$ cat src/rtl/stream_rr_arbiter.sv
// stream_rr_arbiter: burst-locked round-robin arbiter, N valid/ready
// sources onto one valid/ready sink. Optional output skid: STREAM_ARB_SKID_EN.
//
// Ports:
//   clk        rising-edge clock
//   rst        asynchronous active-low reset
//   up_valid   per-requester valid            [N]
//   up_data    requester i beat at [i*DW +: DW]
//   up_ready   per-requester ready            [N]
//   down_valid / down_data / down_ready       downstream stream
//   grant_o    one-hot owner while locked, 0 when idle
//   id_o       index of current or last owner
//
// STREAM_ARB_SKID_EN defined: a registered 2-entry skid buffer drives
// down_*, breaking the down_ready -> up_ready combinational path.
module stream_rr_arbiter #(
    parameter int N     = 4,
    parameter int DW    = 16,
    parameter int BURST = 4
) (
    input  logic                 clk,
    input  logic                 rst,
    input  logic [N-1:0]         up_valid,
    input  logic [N*DW-1:0]      up_data,
    output logic [N-1:0]         up_ready,
    output logic                 down_valid,
    output logic [DW-1:0]        down_data,
    input  logic                 down_ready,
    output logic [N-1:0]         grant_o,
    output logic [$clog2(N)-1:0] id_o
);

    localparam int IW = $clog2(N);
    localparam int CW = (BURST > 1) ? $clog2(BURST) : 1;

    localparam logic [0:0] S_IDLE = 1'b0;
    localparam logic [0:0] S_LOCK = 1'b1;

    localparam logic [CW-1:0] CNT_LAST = CW'(BURST - 1);
    localparam logic [IW-1:0] IDX_LAST = IW'(N - 1);

    logic [0:0]    state_q, state_d;
    logic [IW-1:0] ptr_q, ptr_d;
    logic [IW-1:0] owner_q, owner_d;
    logic [CW-1:0] cnt_q, cnt_d;

    logic          lock;
    logic          own_valid;
    logic [DW-1:0] own_data;
    logic          int_ready;
    logic          xfer;
    logic          release_now;
    logic [IW-1:0] pick;
    logic          found;
    logic [IW-1:0] owner_next;

    assign lock      = (state_q == S_LOCK);
    assign own_valid = up_valid[owner_q];
    assign own_data  = up_data[int'(owner_q)*DW +: DW];
    assign xfer      = lock & own_valid & int_ready;

    // Burst ends on its last beat, or early when the owner stops asking.
    assign release_now = lock &
                         ((xfer & (cnt_q == CNT_LAST)) | ~own_valid);

    assign owner_next = (owner_q == IDX_LAST) ? '0 : owner_q + 1'b1;

    // First valid requester at or after ptr, wrapping.
    always_comb begin
        pick  = ptr_q;
        found = 1'b0;
        for (int k = 0; k < N; k++) begin
            if (!found && up_valid[(int'(ptr_q) + k) % N]) begin
                found = 1'b1;
                pick  = IW'((int'(ptr_q) + k) % N);
            end
        end
    end

    always_comb begin
        state_d = state_q;
        ptr_d   = ptr_q;
        owner_d = owner_q;
        cnt_d   = cnt_q;
        unique case (state_q)
            S_IDLE: begin
                if (|up_valid) begin
                    owner_d = pick;
                    cnt_d   = '0;
                    state_d = S_LOCK;
                end
            end
            S_LOCK: begin
                if (release_now) begin
                    ptr_d   = owner_next;
                    cnt_d   = '0;
                    state_d = S_IDLE;
                end else if (xfer) begin
                    cnt_d = cnt_q + 1'b1;
                end
            end
            default: state_d = S_IDLE;
        endcase
    end

    always_ff @(posedge clk or negedge rst) begin
        if (!rst) begin
            state_q <= S_IDLE;
            ptr_q   <= '0;
            owner_q <= '0;
            cnt_q   <= '0;
        end else begin
            state_q <= state_d;
            ptr_q   <= ptr_d;
            owner_q <= owner_d;
            cnt_q   <= cnt_d;
        end
    end

    always_comb begin
        up_ready = '0;
        grant_o  = '0;
        if (lock) begin
            up_ready[owner_q] = int_ready;
            grant_o[owner_q]  = 1'b1;
        end
    end

    assign id_o = owner_q;

`ifdef STREAM_ARB_SKID_EN

    logic [1:0][DW-1:0] mem_q, mem_d;
    logic               wr_q, wr_d;
    logic               rd_q, rd_d;
    logic [1:0]         fill_q, fill_d;
    logic               pop;

    assign int_ready  = (fill_q != 2'd2);
    assign pop        = (fill_q != 2'd0) & down_ready;
    assign down_valid = (fill_q != 2'd0);
    assign down_data  = mem_q[rd_q];

    always_comb begin
        mem_d  = mem_q;
        wr_d   = wr_q;
        rd_d   = rd_q;
        fill_d = fill_q;
        if (xfer) begin
            mem_d[wr_q] = own_data;
            wr_d        = ~wr_q;
        end
        if (pop) begin
            rd_d = ~rd_q;
        end
        if (xfer && !pop) begin
            fill_d = fill_q + 2'd1;
        end else if (!xfer && pop) begin
            fill_d = fill_q - 2'd1;
        end
    end

    always_ff @(posedge clk or negedge rst) begin
        if (!rst) begin
            mem_q  <= '0;
            wr_q   <= 1'b0;
            rd_q   <= 1'b0;
            fill_q <= 2'd0;
        end else begin
            mem_q  <= mem_d;
            wr_q   <= wr_d;
            rd_q   <= rd_d;
            fill_q <= fill_d;
        end
    end

`else

    assign int_ready  = down_ready;
    assign down_valid = lock & own_valid;
    assign down_data  = lock ? own_data : '0;

`endif

endmodule
$ cat config.mk
export PLATFORM = sky130hd
export DESIGN_NAME = stream_rr_arbiter
export DESIGN_NICKNAME = d
export VERILOG_FILES = /design/src/rtl/stream_rr_arbiter.sv
export SDC_FILE = /design/constraint.sdc
export NUM_CORES = 1
export LEC_CHECK = 0
export BUFFER_PORTS_ARGS = -buffer_cell sky130_fd_sc_hd__clkbuf_2
export CAP_MARGIN = 40
export CORE_AREA = 5 5 58 60
export CTS_BUF_LIST = sky130_fd_sc_hd__clkbuf_4 sky130_fd_sc_hd__clkbuf_8
export DETAILED_ROUTE_END_ITERATION = 8
export DIE_AREA = 0 0 63 65
export GPL_TIMING_DRIVEN = 0
export PLACE_DENSITY = 0.83
export SYNTH_ARGS = -nofsm -noshare
export SYNTH_HDL_FRONTEND = slang
export SYNTH_SLANG_ARGS = --single-unit
$ cat constraint.sdc
create_clock -name clk -period 4.9 [get_ports clk]
set_input_delay 0.49 -clock clk [delete_from_list [all_inputs] [get_ports clk]]
set_output_delay 0.49 -clock clk [all_outputs]
set_load 0.05 [all_outputs]
==> out/qor.yml, run 1 <==
status:
  status: "finished, final reports clean"
logic_synthesis:
  async_reset_ff_share_pct: 100.0
  muxShareOfSynthArea_pct: 38.25
  syn_nets: 177
  synth_xor_area_share_pct: 0
  synth_top_cell_by_area: "mux4_2"
  yosysSeqAreaShare_pct: 16.37
  netlist.area_leader.share_pct: 35.79
  synthTopCellsByCount: "and2_1 (20), mux4_2 (17), nand2_1 (9)"
  yosysUniqueCellTypes: 30
  syn_inst: 101
  yosys_warnings: 0
  yosys.cell_count.top_type: "and2_1"
  synth_fa_ha_area_share_pct: 5.848
  syn_avg_cell_area_um2: 10.59
  synth_compound_area_share_pct: 8.655
  synth_area_leaders: "mux4_2 (36%), dfrtp_1 (16%), and2_1 (12%)"
  syn_area_mm2: 0.001070
  synth_flop_cell: "dfrtp_1"
  synth_top_family_by_area: "multiplexers"
  synthSimpleGateAreaFrac_pct: 23.74
  ys_ff_latch: 7
  synth_edf_count: 0
global_routing:
  grt_max_degree: 11
  grt-ovfl-total: 0
  grt_pass1_wl_um: 5547
  grtUsageTotal_pct: 16.72
  grt_pass1_vias: 1275
  antenna_found_initial: 0
die:
  start_util_pct: 37.17
  die_w_um: 63
  boundaryPins: 98
  die_y_um: 65
  fp-row-count: 20
  fp.coreArea_mm2: 0.002878
  dieArea_mm2: 0.004095
clock_network:
  cts_buffers: 3
  clk_pin_slew_ns: 0.05
  cts_setup_buffers: 0
  cts-hold-fix-buffers: 0
  clockBufferDepth: 2
  cts.root.buffer_cell: "clkbuf_4"
  clock_latency_ns: 0.26
  cts_tree: "done"
  htreeDepth: 1
  numClockSinks: 7
  postCtsResizedCells: 0
route:
  via_count: 1193
  first_pass_iters: 4
  wl_per_cell_um: 14.13
  drt-total-wl_um: 3321
  drt-initial-drc-count: 44
  ant_nets: 0
  via_per_inst: 5.077
  drc: 0
critical_path:
  end_kind: "output pin"
  arrival_ns: 2.05
  r2r_end: "ptr_q[1]"
  path_max_fanout: 10
  required_ns: 4.41
  ff2ff_setup_slack_ns: 3.30
  reg2reg_depth: 4
  setup.worst_path.class: "reg2out"
  cp-start-kind: "register"
  worstReg2RegStart: "id_o[0]"
placement:
  place_area_mm2: 0.001597
  place_congestion: 0.8180
  io_buffer_count: 97
  dp_hpwl_um: 2940
  placed_cells: 231
timing:
  setup_tns_ns: 0
  rsz0062_at_grt: "false"
  hold_violations: 0
  max_freq_ghz: 0.3933
  tightest_slew_ns: 0.3866
  min_period_over_period_pct: 51.89
  slew_violations: 0
  period_minus_slack_ns: 2.543
  finalSetupViolCount: 0
  relSlewSlack_pct: 73.56
  finalClockSkew_ns: 0.002164
finish:
  nFillCells: 271
  finish.instance_area_mm2: 0.001627
  antenna_cells: 0
  num-nets-final: 279
  fin_cells: 235
  area_growth_pct: 52.05
  drive_above_1_share_pct: 63.86
pwr:
  power_density_mw_per_mm2: 693.7
  p_leak_nw: 0.8765
  total_power_mw: 1.128
  peakVddDrop_mv: 0.3813
worst_hold_path:
  worstHoldPathType: "in2async"
job:
  drv_cap: 0
==> worst max-delay path, cell delays in order, from the launching register on <==
cell,delay (ns)
dfrtp_1,0.47
buf_6,0.22
buf_6,0.19
mux4_2,0.52
and2_1,0.17
clkbuf_2,0.23
==> placed cells by master, fill, tap and decap left out, drive strengths merged <==
master,n
a2111oi,1
and3,4
o221ai,1
a21o,1
nor4,1
a21oi,4
inv,5
o21ai,4
or2,1
mux4,17
nor2b,3
o32ai,1
a22o,1
nor2,1
and2b,1
and2,21
dfrtp,7
mux2,2
ha,5
clkbuf,103
a32o,1
nand2b,2
buf,5
nand2,10
==> through the flow <==
| step | setup slack, ns | hold WS (ns) | utilization (%) |
|---|---|---|---|
| after floorplan | 2.482 | 0.1944 | - |
| after global placement | 2.631 | 0.3354 | 55.48 |
| after detailed placement | 2.597 | 0.3359 | 55.48 |
| after CTS | 2.318 | 0.05738 | 56.52 |
| after global routing | 2.218 | 0.05167 | 56.52 |
| final | 2.357 | 0.05826 | 56.52 |
==> routing by layer <==
| layer | vias up | track usage [%] | wire length (um) |
|---|---|---|---|
| li1 | 583 | - | - |
| met3 | 7 | 4.333 | 259 |
| met2 | 50 | 30.90 | 1792 |
| met4 | 0 | 6.101 | 64 |
| met1 | 553 | 18.13 | 1203 |
| met5 | - | 0 | 0 |
==> state kept, by name, summed over array words and instances, names as in the netlist <==
signal,flops
cnt_q,2
id_o,2
lock,1
ptr_q,2
==> cell type report <==
cell class	instances	area [um2]	area share, %
clock buffers	4	30.03	1.846
plain buffers	7	57.56	3.538
repair buffers	97	485.5	29.85
inverters	5	18.77	1.154
well taps	33	41.29	2.538
flip-flops and latches	7	175.2	10.77
multi-input cells	82	818.3	50.31
==> report_power, final <==
part	total, mW	switching, mW	leakage, nW	internal (mW)
Clock	0.0595	0.0228	0.0184	0.0367
Combinational	0.953	0.611	0.771	0.342
Sequential	0.116	0.0322	0.0875	0.0837
==> worst max path at each step <==
stage	startpoint	end	slack [ns]	depth (start not counted)
detailed placement	id_o[0]	down_data[5]	2.60	5
finish	id_o[0]	down_data[5]	2.36	5
floorplan	id_o[0]	down_data[10]	2.48	4
CTS	id_o[0]	down_data[5]	2.32	5
global route	id_o[0]	down_data[5]	2.22	5
global placement	id_o[0]	down_data[10]	2.63	5
==> cells by family after synthesis <==
| kind of cell | count (synthesis) |
|---|---|
| AO/OA/AOI/OAI | 14 |
| adder cells (fa/ha/maj) | 5 |
| buffers and inverters | 12 |
| flip-flops | 7 |
| multiplexers | 19 |
| AND/OR/NAND/NOR | 44 |
Note: power is estimated with default switching activity, not from simulation.
==> run 2: changes to the inputs <==
--- a/config.mk
+++ b/config.mk
@@ -7,12 +7,12 @@
 export LEC_CHECK = 0
 export BUFFER_PORTS_ARGS = -buffer_cell sky130_fd_sc_hd__clkbuf_2
 export CAP_MARGIN = 40
-export CORE_AREA = 5 5 58 60
+export CORE_AREA = 5 5 62 64
 export CTS_BUF_LIST = sky130_fd_sc_hd__clkbuf_4 sky130_fd_sc_hd__clkbuf_8
 export DETAILED_ROUTE_END_ITERATION = 8
-export DIE_AREA = 0 0 63 65
+export DIE_AREA = 0 0 67 69
 export GPL_TIMING_DRIVEN = 0
-export PLACE_DENSITY = 0.83
+export PLACE_DENSITY = 0.77
 export SYNTH_ARGS = -nofsm -noshare
 export SYNTH_HDL_FRONTEND = slang
 export SYNTH_SLANG_ARGS = --single-unit
==> constraint.sdc (replaced) <==
create_clock -name clk -period 2.07 [get_ports clk]
set_input_delay 0.207 -clock clk [delete_from_list [all_inputs] [get_ports clk]]
set_output_delay 0.207 -clock clk [all_outputs]
set_load 0.05 [all_outputs]
==> run 2 against run 1 <==
Effect of this change: via count is 1.3% higher; utilization shrank 5.0 points; register-to-register slack got worse by 2.9 ns; critical path type unchanged; clock power increased by 140%.
==> out/qor.yml, run 2 (synthesis gave the netlist of run 1 again) <==
die:
  dieArea_mm2: 0.004623  # was 0.004095 mm2
  boundaryPins: 98  # unchanged
  die_y_um: 69  # was 65 um
  fp.coreArea_mm2: 0.003232  # was 0.002878 mm2
  fp-row-count: 21  # was 20
  start_util_pct: 33.10  # was 37.17%
  die_w_um: 67  # was 63 um
finish:
  area_growth_pct: 55.79  # was 52.05%
  finish.instance_area_mm2: 0.001667  # was 0.001627 mm2
  num-nets-final: 279  # unchanged
  multi_input_area_um2: 818.3  # unchanged
  ff_latch_area_um2: 176.4  # was 175.2 um2
  final_cell_mix: "clkbuf_2 (90), and2_1 (20), mux4_2 (17)"  # was clkbuf_2 (97), and2_1 (20), mux4_2 (17)
  nFillCells: 325  # was 271
  final_common_cell: "clkbuf_2"  # unchanged
  fin_cells: 248  # was 235
  drive_above_1_share_pct: 63.86  # unchanged
  fin_util_pct: 51.57  # was 56.52%
  antenna_cells: 0  # unchanged
timing:
  max_freq_ghz: 0.5050
  rsz0062_at_grt: "false"  # unchanged
  hold_violations: 0  # unchanged
  slew_violations: 0  # unchanged
  finalClockSkew_ns: 0.001564  # was 0.002164 ns
  min_period_over_period_pct: 95.65
  period_minus_slack_ns: 1.980
  finalSetupViolCount: 0  # unchanged
  relSlewSlack_pct: 70.53  # was 73.56%
  tightest_slew_ns: 0.4308  # was 0.3866 ns
  setup_tns_ns: 0  # unchanged
placement:
  io_buffer_count: 97  # unchanged
  place_area_mm2: 0.001614  # was 0.001597 mm2
  dp_hpwl_um: 2965  # was 2940 um
  placed_cells: 244  # was 231
  place_congestion: 0.8031  # was 0.8180
critical_path:
  required_ns: 1.86  # was 4.41 ns
  arrival_ns: 1.77  # was 2.05 ns
  path_max_fanout: 19  # was 10
  end_kind: "output pin"  # unchanged
  cp-start-kind: "register"  # unchanged
  setup.worst_path.class: "reg2out"  # unchanged
route:
  drc: 0  # unchanged
  ant_nets: 0  # unchanged
  first_pass_iters: 6  # was 4
  wl_per_cell_um: 13.98  # was 14.13 um
  via_per_inst: 4.875  # was 5.077
  drt-total-wl_um: 3466  # was 3321 um
  drt-initial-drc-count: 17  # was 44
  via_count: 1209  # was 1193
global_routing:
  grt_pass1_wl_um: 5533  # was 5547 um
  grt-ovfl-total: 0  # unchanged
  grt_max_degree: 20  # was 11
  antenna_found_initial: 0  # unchanged
  grtUsageTotal_pct: 15.04  # was 16.72%
  grt_pass1_vias: 1259  # was 1275
clock_network:
  cts_tree: "done"  # unchanged
  clock_latency_ns: 0.26  # about the same
  clk_pin_slew_ns: 0.05  # about the same
  cts_buffers: 3  # unchanged
  numClockSinks: 7  # unchanged
  cts.root.buffer_cell: "clkbuf_4"  # unchanged
  htreeDepth: 1  # unchanged
  clockBufferDepth: 2  # unchanged
worst_hold_path:
  worstHoldPathType: "in2async"  # unchanged
pwr:
  power_density_mw_per_mm2: 1636  # was 693.7 mW/mm2
  total_power_mw: 2.726  # was 1.128 mW
  peakVddDrop_mv: 0.8032  # was 0.3813 mV
  p_leak_nw: 0.8776  # was 0.8765 nW
job:
  drv_cap: 0  # unchanged
status:
  status: "finished, final reports clean"  # unchanged
## run 2: cell count changes in the layout (fill, tap and decap cells not counted), sizes merged
| cell | change |
|---|---|
| buf | -1 |
| dlygate4sd3 | +1 |
## run 2: worst max-delay path: stages (launching register included)
cell and delay, ns:
dfrtp_2 0.37, buf_8 0.22, mux4_2 0.52, and2_1 0.17, clkbuf_2 0.23
## run 2: per-layer routing
metal  share of wire (%)  track usage, %  vias to the layer above
met2                  58           28.82                       49
met4                 1.9           5.180                        0
met5                   0               0                        -
met3                 7.0           3.734                        9
met1                  33           14.96                      571
li1                    -               -                      580
## run 2: path summary, 6_finish.rpt
path                       slack (ns)  cells after the start      endpoint         from
min reg2reg                      0.49                      1      cnt_q[0]     cnt_q[0]
max in group asynchronous        1.57                      2       id_o[0]          rst
max reg2reg                      0.38                      4      ptr_q[0]      id_o[1]
max                              0.09                      4  down_data[0]      id_o[0]
min in group clk                 0.33                      3       id_o[1]  up_valid[3]
min                              0.31                      2      ptr_q[0]          rst
## run 2: final cells by class
class                           count  share of cell area [%]
Multi-Input combinational cell     82                   49.10
Timing Repair Buffer               99                   31.23
Sequential cell                     7                   10.59
Tap cell                           46                   3.453
Buffer                              5                   2.703
Clock buffer                        4                   1.802
Inverter                            5                   1.126
## run 2: repair_timing
action,4_1_cts,5_1_grt
setup endpoints to repair,8,0
resized for setup,8,0
buffers inserted,1,0
hold buffers,1,0
hold endpoints to repair,7,0
## run 2: where the power goes
group / switching, mW / internal, mW / leakage, nW
registers: 0.0702 / 0.200 / 0.0863
logic: 1.47 / 0.845 / 0.773
clock network: 0.0545 / 0.0869 / 0.0184
## run 2: through the flow
stage                     hold slack [ns]  worst slack (ns)
after global routing               0.3217          0.002907
after global placement            0.05375            0.1445
final                              0.3119           0.08997
after floorplan                  -0.08859            0.1104
after CTS                          0.3075           0.06957
after detailed placement          0.05426            0.1257
